**config.mk**
```make
export PLATFORM = sky130hd
export DESIGN_NAME = reg64_serializer_flat
export DESIGN_NICKNAME = d
export VERILOG_FILES = /design/src/rtl/reg64_pkg.sv /design/src/rtl/reg64_serializer_if.sv /design/src/rtl/reg64_shift_reg.sv /design/src/rtl/reg64_serializer.sv /design/src/flat_wrapper.sv
export SDC_FILE = /design/constraint.sdc
export NUM_CORES = 1
export LEC_CHECK = 0
export CORE_MARGIN = 5
export CORE_UTILIZATION = 55
export CTS_CLUSTER_SIZE = 12
export DETAILED_ROUTE_END_ITERATION = 8
export PLACE_DENSITY = 0.85
export SYNTH_ARGS = -nofsm -noshare
export SYNTH_HDL_FRONTEND = slang
export SYNTH_SLANG_ARGS = --single-unit
```
**constraint.sdc**
```tcl
create_clock -name clk -period 2.75 [get_ports clk]
set_input_delay 0.4125 -clock clk [delete_from_list [all_inputs] [get_ports clk]]
set_output_delay 0.4125 -clock clk [all_outputs]
set_load 0.01 [all_outputs]
```
**src/rtl/reg64_pkg.sv**
```systemverilog
// reg64_pkg: shared constants and types for the 64-bit word serializer.
// Holds the default word width, the counter width derived from it, and the
// two-state FSM encoding used by the top level.
package reg64_pkg;

  localparam int REG64_WIDTH = 64;
  localparam int REG64_CNT_W = $clog2(REG64_WIDTH);

  typedef enum logic {
    IDLE  = 1'b0,
    SHIFT = 1'b1
  } state_e;

endpackage

```
**src/rtl/reg64_serializer_if.sv**
```systemverilog
// reg64_serializer_if: word-load and serial-bit handshakes of the serializer.
// Ports: load_data/load_valid/load_ready (parallel side), ser_out/ser_valid/
//        ser_ready/ser_last (serial side), busy (word in flight).
// master = the agent feeding words and sinking bits; slave = the serializer.
interface reg64_serializer_if
  import reg64_pkg::*;
#(
  parameter int WIDTH = REG64_WIDTH
);

  logic [WIDTH-1:0] load_data;
  logic             load_valid;
  logic             load_ready;
  logic             ser_out;
  logic             ser_valid;
  logic             ser_ready;
  logic             ser_last;
  logic             busy;

  modport master (
    output load_data, load_valid, ser_ready,
    input  load_ready, ser_out, ser_valid, ser_last, busy
  );

  modport slave (
    input  load_data, load_valid, ser_ready,
    output load_ready, ser_out, ser_valid, ser_last, busy
  );

endinterface

```
**src/rtl/reg64_shift_reg.sv**
```systemverilog
// reg64_shift_reg: WIDTH-bit parallel-load shift register, zero fill.
// Latency: load or shift takes effect on the next rising clk; ser_bit_o is a flop.
// Backpressure: holds its contents whenever neither load_i nor shift_en_i is set.
// Ports: clk, reset (async active-low clear), load_i/load_data_i, shift_en_i,
//        ser_bit_o (bit at the output end of the register).
module reg64_shift_reg
  import reg64_pkg::*;
#(
  parameter int WIDTH     = REG64_WIDTH,
  parameter int MSB_FIRST = 1
) (
  input  logic             clk,
  input  logic             reset,
  input  logic             load_i,
  input  logic [WIDTH-1:0] load_data_i,
  input  logic             shift_en_i,
  output logic             ser_bit_o
);

  logic [WIDTH-1:0] shreg_q;
  logic [WIDTH-1:0] shreg_d;

  // Load wins over shift; the top never asserts both in the same cycle.
  always_comb begin
    shreg_d = shreg_q;
    if (load_i) begin
      shreg_d = load_data_i;
    end else if (shift_en_i) begin
      if (MSB_FIRST != 0) shreg_d = {shreg_q[WIDTH-2:0], 1'b0};
      else                shreg_d = {1'b0, shreg_q[WIDTH-1:1]};
    end
  end

  always_ff @(posedge clk or negedge reset) begin
    if (!reset) shreg_q <= '0;
    else        shreg_q <= shreg_d;
  end

  // Output taken straight from the register, so ser_out has no comb input path.
  assign ser_bit_o = (MSB_FIRST != 0) ? shreg_q[WIDTH-1] : shreg_q[0];

endmodule

```
**src/rtl/reg64_serializer.sv**
```systemverilog
// reg64_serializer: serializes a WIDTH-bit word one bit per accepted beat.
// Latency: first bit valid the cycle after the load; word period >= WIDTH+1 cycles.
// Backpressure: ser_ready=0 freezes ser_out/ser_last/bit count; load_ready=0 while shifting.
// Ports: clk, reset (async active-low), bus (slave modport: load_* in, ser_*/busy out).
module reg64_serializer
  import reg64_pkg::*;
#(
  parameter int WIDTH     = REG64_WIDTH,
  parameter int MSB_FIRST = 1
) (
  input  logic               clk,
  input  logic               reset,
  reg64_serializer_if.slave  bus
);

  localparam int               CNT_W    = $clog2(WIDTH);
  localparam logic [CNT_W-1:0] LAST_CNT = CNT_W'(WIDTH - 1);
  localparam logic [CNT_W-1:0] CNT_ONE  = CNT_W'(1);

  state_e           state_q, state_d;
  logic [CNT_W-1:0] bit_cnt_q, bit_cnt_d;
  logic             load_ready_q, load_ready_d;
  logic             ser_valid_q, ser_valid_d;
  logic             ser_last_q, ser_last_d;
  logic             busy_q, busy_d;

  logic load_fire;
  logic shift_fire;

  // load_valid only matters in IDLE; in SHIFT it is ignored entirely.
  assign load_fire  = (state_q == IDLE)  && bus.load_valid;
  assign shift_fire = (state_q == SHIFT) && bus.ser_ready;

  // Flags are computed for the next state so every output is a flop.
  always_comb begin
    state_d      = state_q;
    bit_cnt_d    = bit_cnt_q;
    load_ready_d = load_ready_q;
    ser_valid_d  = ser_valid_q;
    ser_last_d   = ser_last_q;
    busy_d       = busy_q;
    if (state_q == IDLE) begin
      if (bus.load_valid) begin
        state_d      = SHIFT;
        bit_cnt_d    = '0;
        load_ready_d = 1'b0;
        ser_valid_d  = 1'b1;
        ser_last_d   = (LAST_CNT == '0);
        busy_d       = 1'b1;
      end
    end else begin
      if (bus.ser_ready) begin
        if (bit_cnt_q == LAST_CNT) begin
          // Final bit accepted: counter parks at 0 instead of wrapping.
          state_d      = IDLE;
          bit_cnt_d    = '0;
          load_ready_d = 1'b1;
          ser_valid_d  = 1'b0;
          ser_last_d   = 1'b0;
          busy_d       = 1'b0;
        end else begin
          bit_cnt_d  = bit_cnt_q + CNT_ONE;
          ser_last_d = ((bit_cnt_q + CNT_ONE) == LAST_CNT);
        end
      end
    end
  end

  always_ff @(posedge clk or negedge reset) begin
    if (!reset) begin
      state_q      <= IDLE;
      bit_cnt_q    <= '0;
      load_ready_q <= 1'b1;
      ser_valid_q  <= 1'b0;
      ser_last_q   <= 1'b0;
      busy_q       <= 1'b0;
    end else begin
      state_q      <= state_d;
      bit_cnt_q    <= bit_cnt_d;
      load_ready_q <= load_ready_d;
      ser_valid_q  <= ser_valid_d;
      ser_last_q   <= ser_last_d;
      busy_q       <= busy_d;
    end
  end

  reg64_shift_reg #(
    .WIDTH     (WIDTH),
    .MSB_FIRST (MSB_FIRST)
  ) u_shift_reg (
    .clk         (clk),
    .reset       (reset),
    .load_i      (load_fire),
    .load_data_i (bus.load_data),
    .shift_en_i  (shift_fire),
    .ser_bit_o   (bus.ser_out)
  );

  assign bus.load_ready = load_ready_q;
  assign bus.ser_valid  = ser_valid_q;
  assign bus.ser_last   = ser_last_q;
  assign bus.busy       = busy_q;

endmodule

```
**src/flat_wrapper.sv**
```systemverilog
// flat-port wrapper written by rule: the top's interface ports become plain ports
module reg64_serializer_flat import reg64_pkg::*;
#(
  parameter int WIDTH     = REG64_WIDTH,
  parameter int MSB_FIRST = 1
)
  (clk, reset, bus_load_data, bus_load_valid, bus_ser_ready, bus_load_ready, bus_ser_out, bus_ser_valid, bus_ser_last, bus_busy);
  reg64_serializer_if #(.WIDTH(WIDTH)) bus_i ();
  input  logic clk;
  input  logic reset;
  input wire logic [$bits(bus_i.load_data)-1:0] bus_load_data;
  input wire logic [$bits(bus_i.load_valid)-1:0] bus_load_valid;
  input wire logic [$bits(bus_i.ser_ready)-1:0] bus_ser_ready;
  output wire logic [$bits(bus_i.load_ready)-1:0] bus_load_ready;
  output wire logic [$bits(bus_i.ser_out)-1:0] bus_ser_out;
  output wire logic [$bits(bus_i.ser_valid)-1:0] bus_ser_valid;
  output wire logic [$bits(bus_i.ser_last)-1:0] bus_ser_last;
  output wire logic [$bits(bus_i.busy)-1:0] bus_busy;
  assign bus_i.load_data = bus_load_data;
  assign bus_i.load_valid = bus_load_valid;
  assign bus_i.ser_ready = bus_ser_ready;
  assign bus_load_ready = bus_i.load_ready;
  assign bus_ser_out = bus_i.ser_out;
  assign bus_ser_valid = bus_i.ser_valid;
  assign bus_ser_last = bus_i.ser_last;
  assign bus_busy = bus_i.busy;
  reg64_serializer #(.WIDTH(WIDTH), .MSB_FIRST(MSB_FIRST)) u_core (.clk(clk), .reset(reset), .bus(bus_i));
endmodule
```
==> flow_metrics.env <==
export IMPL_use_met2=0.305
export IMPL_cellPowerDensity_nw_per_um2=588
export IMPL_io_pins=73
export IMPL_cts_buffer_depth=2
export IMPL_postCtsSetupRepairBufs=0
export IMPL_grt_usage=0.200
export IMPL_post_cts_resized=0
export IMPL_layout_min_cycle_time_ns=2.10
export IMPL_overflow=0
export IMPL_required_ns=3.02
export IMPL_yosys_register_bits=74
export IMPL_drc_errors=0
export IMPL_area_growth_pct=24.7
export IMPL_synth_edff_count=0
export IMPL_tightest_slew_ns=0.994
export IMPL_rsz0062_at_grt="false"
export IMPL_worstReg2RegEnd="u_core.u_shift_reg.shreg_q[44]"
export IMPL_dr_total_vias=2613
export IMPL_die_h_um=88.8
export IMPL_via_per_inst=5.50
export IMPL_maxCapViolations=0
export IMPL_busiest_layer="met2"
export IMPL_die_w_um=88.8
export IMPL_synthFlopType="dfrtp_1"
export IMPL_diodes=0
export IMPL_critPathArrivalTime_ns=2.37
export IMPL_drt_wl_total_um=7220
export IMPL_leakage_nw=2.01
export IMPL_synthDistinctLibCells=30
export IMPL_tns_ns=0
export IMPL_power_w=0.00251
export IMPL_ir_worst_vdd_mv=0.323
export IMPL_syn_nets=404
export IMPL_clock_sinks=74
export IMPL_dieArea_um2=7890
export IMPL_htreeDepth=3
export IMPL_dp_hpwl_um=4670
export IMPL_hold_class="primary input to asynchronous set/reset pin"
export IMPL_antenna_found_initial=0
export IMPL_cp_end_kind="register"
export IMPL_final_max_slew_viol_count=0
export IMPL_reg2reg_from="u_core.state_q"
export IMPL_finalWeightedCongestion=0.798
export IMPL_use_met3=0.0587
export IMPL_ant_nets=0
export IMPL_initial_core_util=0.571
export IMPL_grt_pass1_wl_um=12200
export IMPL_portBuffers=72
export IMPL_clock_latency_ns=0.34
export IMPL_max_freq_mhz=477
export IMPL_grt_max_degree=75
export IMPL_core_um2=5990
export IMPL_synthesis_area_um2=3420
export IMPL_initialDrtViolationCount=198
export IMPL_report_final_hold_viol_count=0
export IMPL_yosys_warnings=0
export IMPL_cts_hold_buf=0
export IMPL_reg2regPathDepth=5
export IMPL_status="completed"
export IMPL_rows=28
export IMPL_path_max_fanout=47
export IMPL_slew_headroom=0.336
export IMPL_drt_first_pass_iters=4
export IMPL_avgRoutedWirePerCell_um=15.2
export IMPL_skew_ns=0.0109
export IMPL_cts_root_buf="clkbuf_8"
export IMPL_setup_viol_count_final=0
export IMPL_grt_use_met1=0.272
export IMPL_avgSynthCellArea_um2=10.2
export IMPL_final_area_um2=4260
export IMPL_synthCells=334
export IMPL_critPathLaunchType="primary input"
export IMPL_worst_r2r_setup_slack_ns=0.75
export IMPL_drive_gt1_frac=0.143
export IMPL_cts_buffers=9
export IMPL_post_dp_cell_area_um2=4080
export IMPL_grt_pass1_vias=2643
export IMPL_critPathKind="primary input to register"
export IMPL_final_period_utilization=0.763
export IMPL_cts_tree="yes"
export IMPL_clk_pin_slew_ns=0.08
export IMPL_finalNetCount=466
export IMPL_yosysSeqAreaShare=0.542
export IMPL_async_flop_share=1.00
-- cell usage in the layout, fill, tap and decap left out, types with 2 or more instances in the layout --
master,synthesis,final
a22oi_2,30,30
o31ai_1,2,2
clkbuf_8,0,9
clkdlybuf4s50_1,0,71
inv_1,3,3
nand3_1,2,2
ha_1,2,2
buf_4,7,4
xnor2_1,2,2
a22oi_1,33,33
and3_4,2,2
nor2_1,4,4
clkinv_2,0,4
nand2_1,137,137
dfrtp_1,73,73
o21ai_1,6,6
-- layer usage --
metal / part of all wire / vias to the layer above / wire length [um]
li1: - / 1258 / -
met1: 0.44 / 1272 / 3200
met2: 0.47 / 70 / 3370
met3: 0.071 / 13 / 509
met4: 0.018 / 0 / 132
met5: 0 / - / 0
-- kinds of logic after synthesis --
family	synth area share
AND/OR/NAND/NOR	0.178
AO/OA/AOI/OAI	0.211
flip-flops	0.542
buffers and inverters	0.0542
XOR/XNOR	0.00769
adder cells (fa/ha/maj)	0.00732
-- worst max-delay path by stage --
stage                                    from                              to  slack (ns)
final                           bus_ser_ready  u_core.u_shift_reg.shreg_q[44]        0.65
after global routing            bus_ser_ready  u_core.u_shift_reg.shreg_q[44]        0.48
after CTS                       bus_ser_ready  u_core.u_shift_reg.shreg_q[44]        0.65
after detailed placement        bus_ser_ready  u_core.u_shift_reg.shreg_q[52]        0.32
after global placement          bus_ser_ready  u_core.u_shift_reg.shreg_q[58]        0.33
after floorplan           u_core.bit_cnt_q[0]            u_core.bus.ser_valid        1.41
-- Yosys cell counts, drive strengths merged, types with 2 or more instances --
cell | count | area (um^2)
dfrtp | 73 | 1830
inv | 3 | 11.3
nand3 | 2 | 10.0
and3 | 2 | 22.5
nand2 | 137 | 514
ha | 2 | 25.0
o31ai | 3 | 27.5
nor2 | 5 | 26.3
o21ai | 7 | 35.0
buf | 23 | 170
a22oi | 63 | 623
xnor2 | 2 | 17.5
-- where the power goes --
part / switching [W] / internal (W)
Combinational: 0.000176 / 0.000202
Clock: 0.000386 / 0.000409
Sequential: 0.000108 / 0.00123
Total: 0.000671 / 0.00184
-- through the flow --
stage	hold WS (ns)	worst slack (ns)	util	instances
global route	0.267	0.481	0.712	475
global placement	0.458	0.328	0.681	460
finish	0.188	0.653	0.712	475
floorplan	0.117	1.41	-	334
detailed placement	0.463	0.317	0.681	460
CTS	0.235	0.652	0.712	475
-- final cells by class --
| cell class | count | area, um^2 |
|---|---|---|
| Clock inverter | 6 | 58.8 |
| Fill cell | 450 | 1730 |
| Sequential cell | 74 | 1850 |
| Inverter | 3 | 11.3 |
| Multi-Input combinational cell | 233 | 1380 |
| Tap cell | 75 | 93.8 |
| Timing Repair Buffer | 75 | 741 |
| Clock buffer | 9 | 124 |
-- critical path, cell delays in order --
cell,delay (ns)
clkdlybuf4s50_1,0.42
and2_4,0.18
nor2_4,0.76
buf_4,0.41
nand2_1,0.09
nand2_1,0.08
-- state kept, by name (all words and copies together), names as in the netlist --
name,flops
u_core.bus.load_ready,1
u_core.bus.ser_last,1
u_core.state_q,1
u_core.bit_cnt_q,6
u_core.bus.ser_valid,1
u_core.u_shift_reg.shreg_q,64
Note: power is estimated with default switching activity, not from simulation.
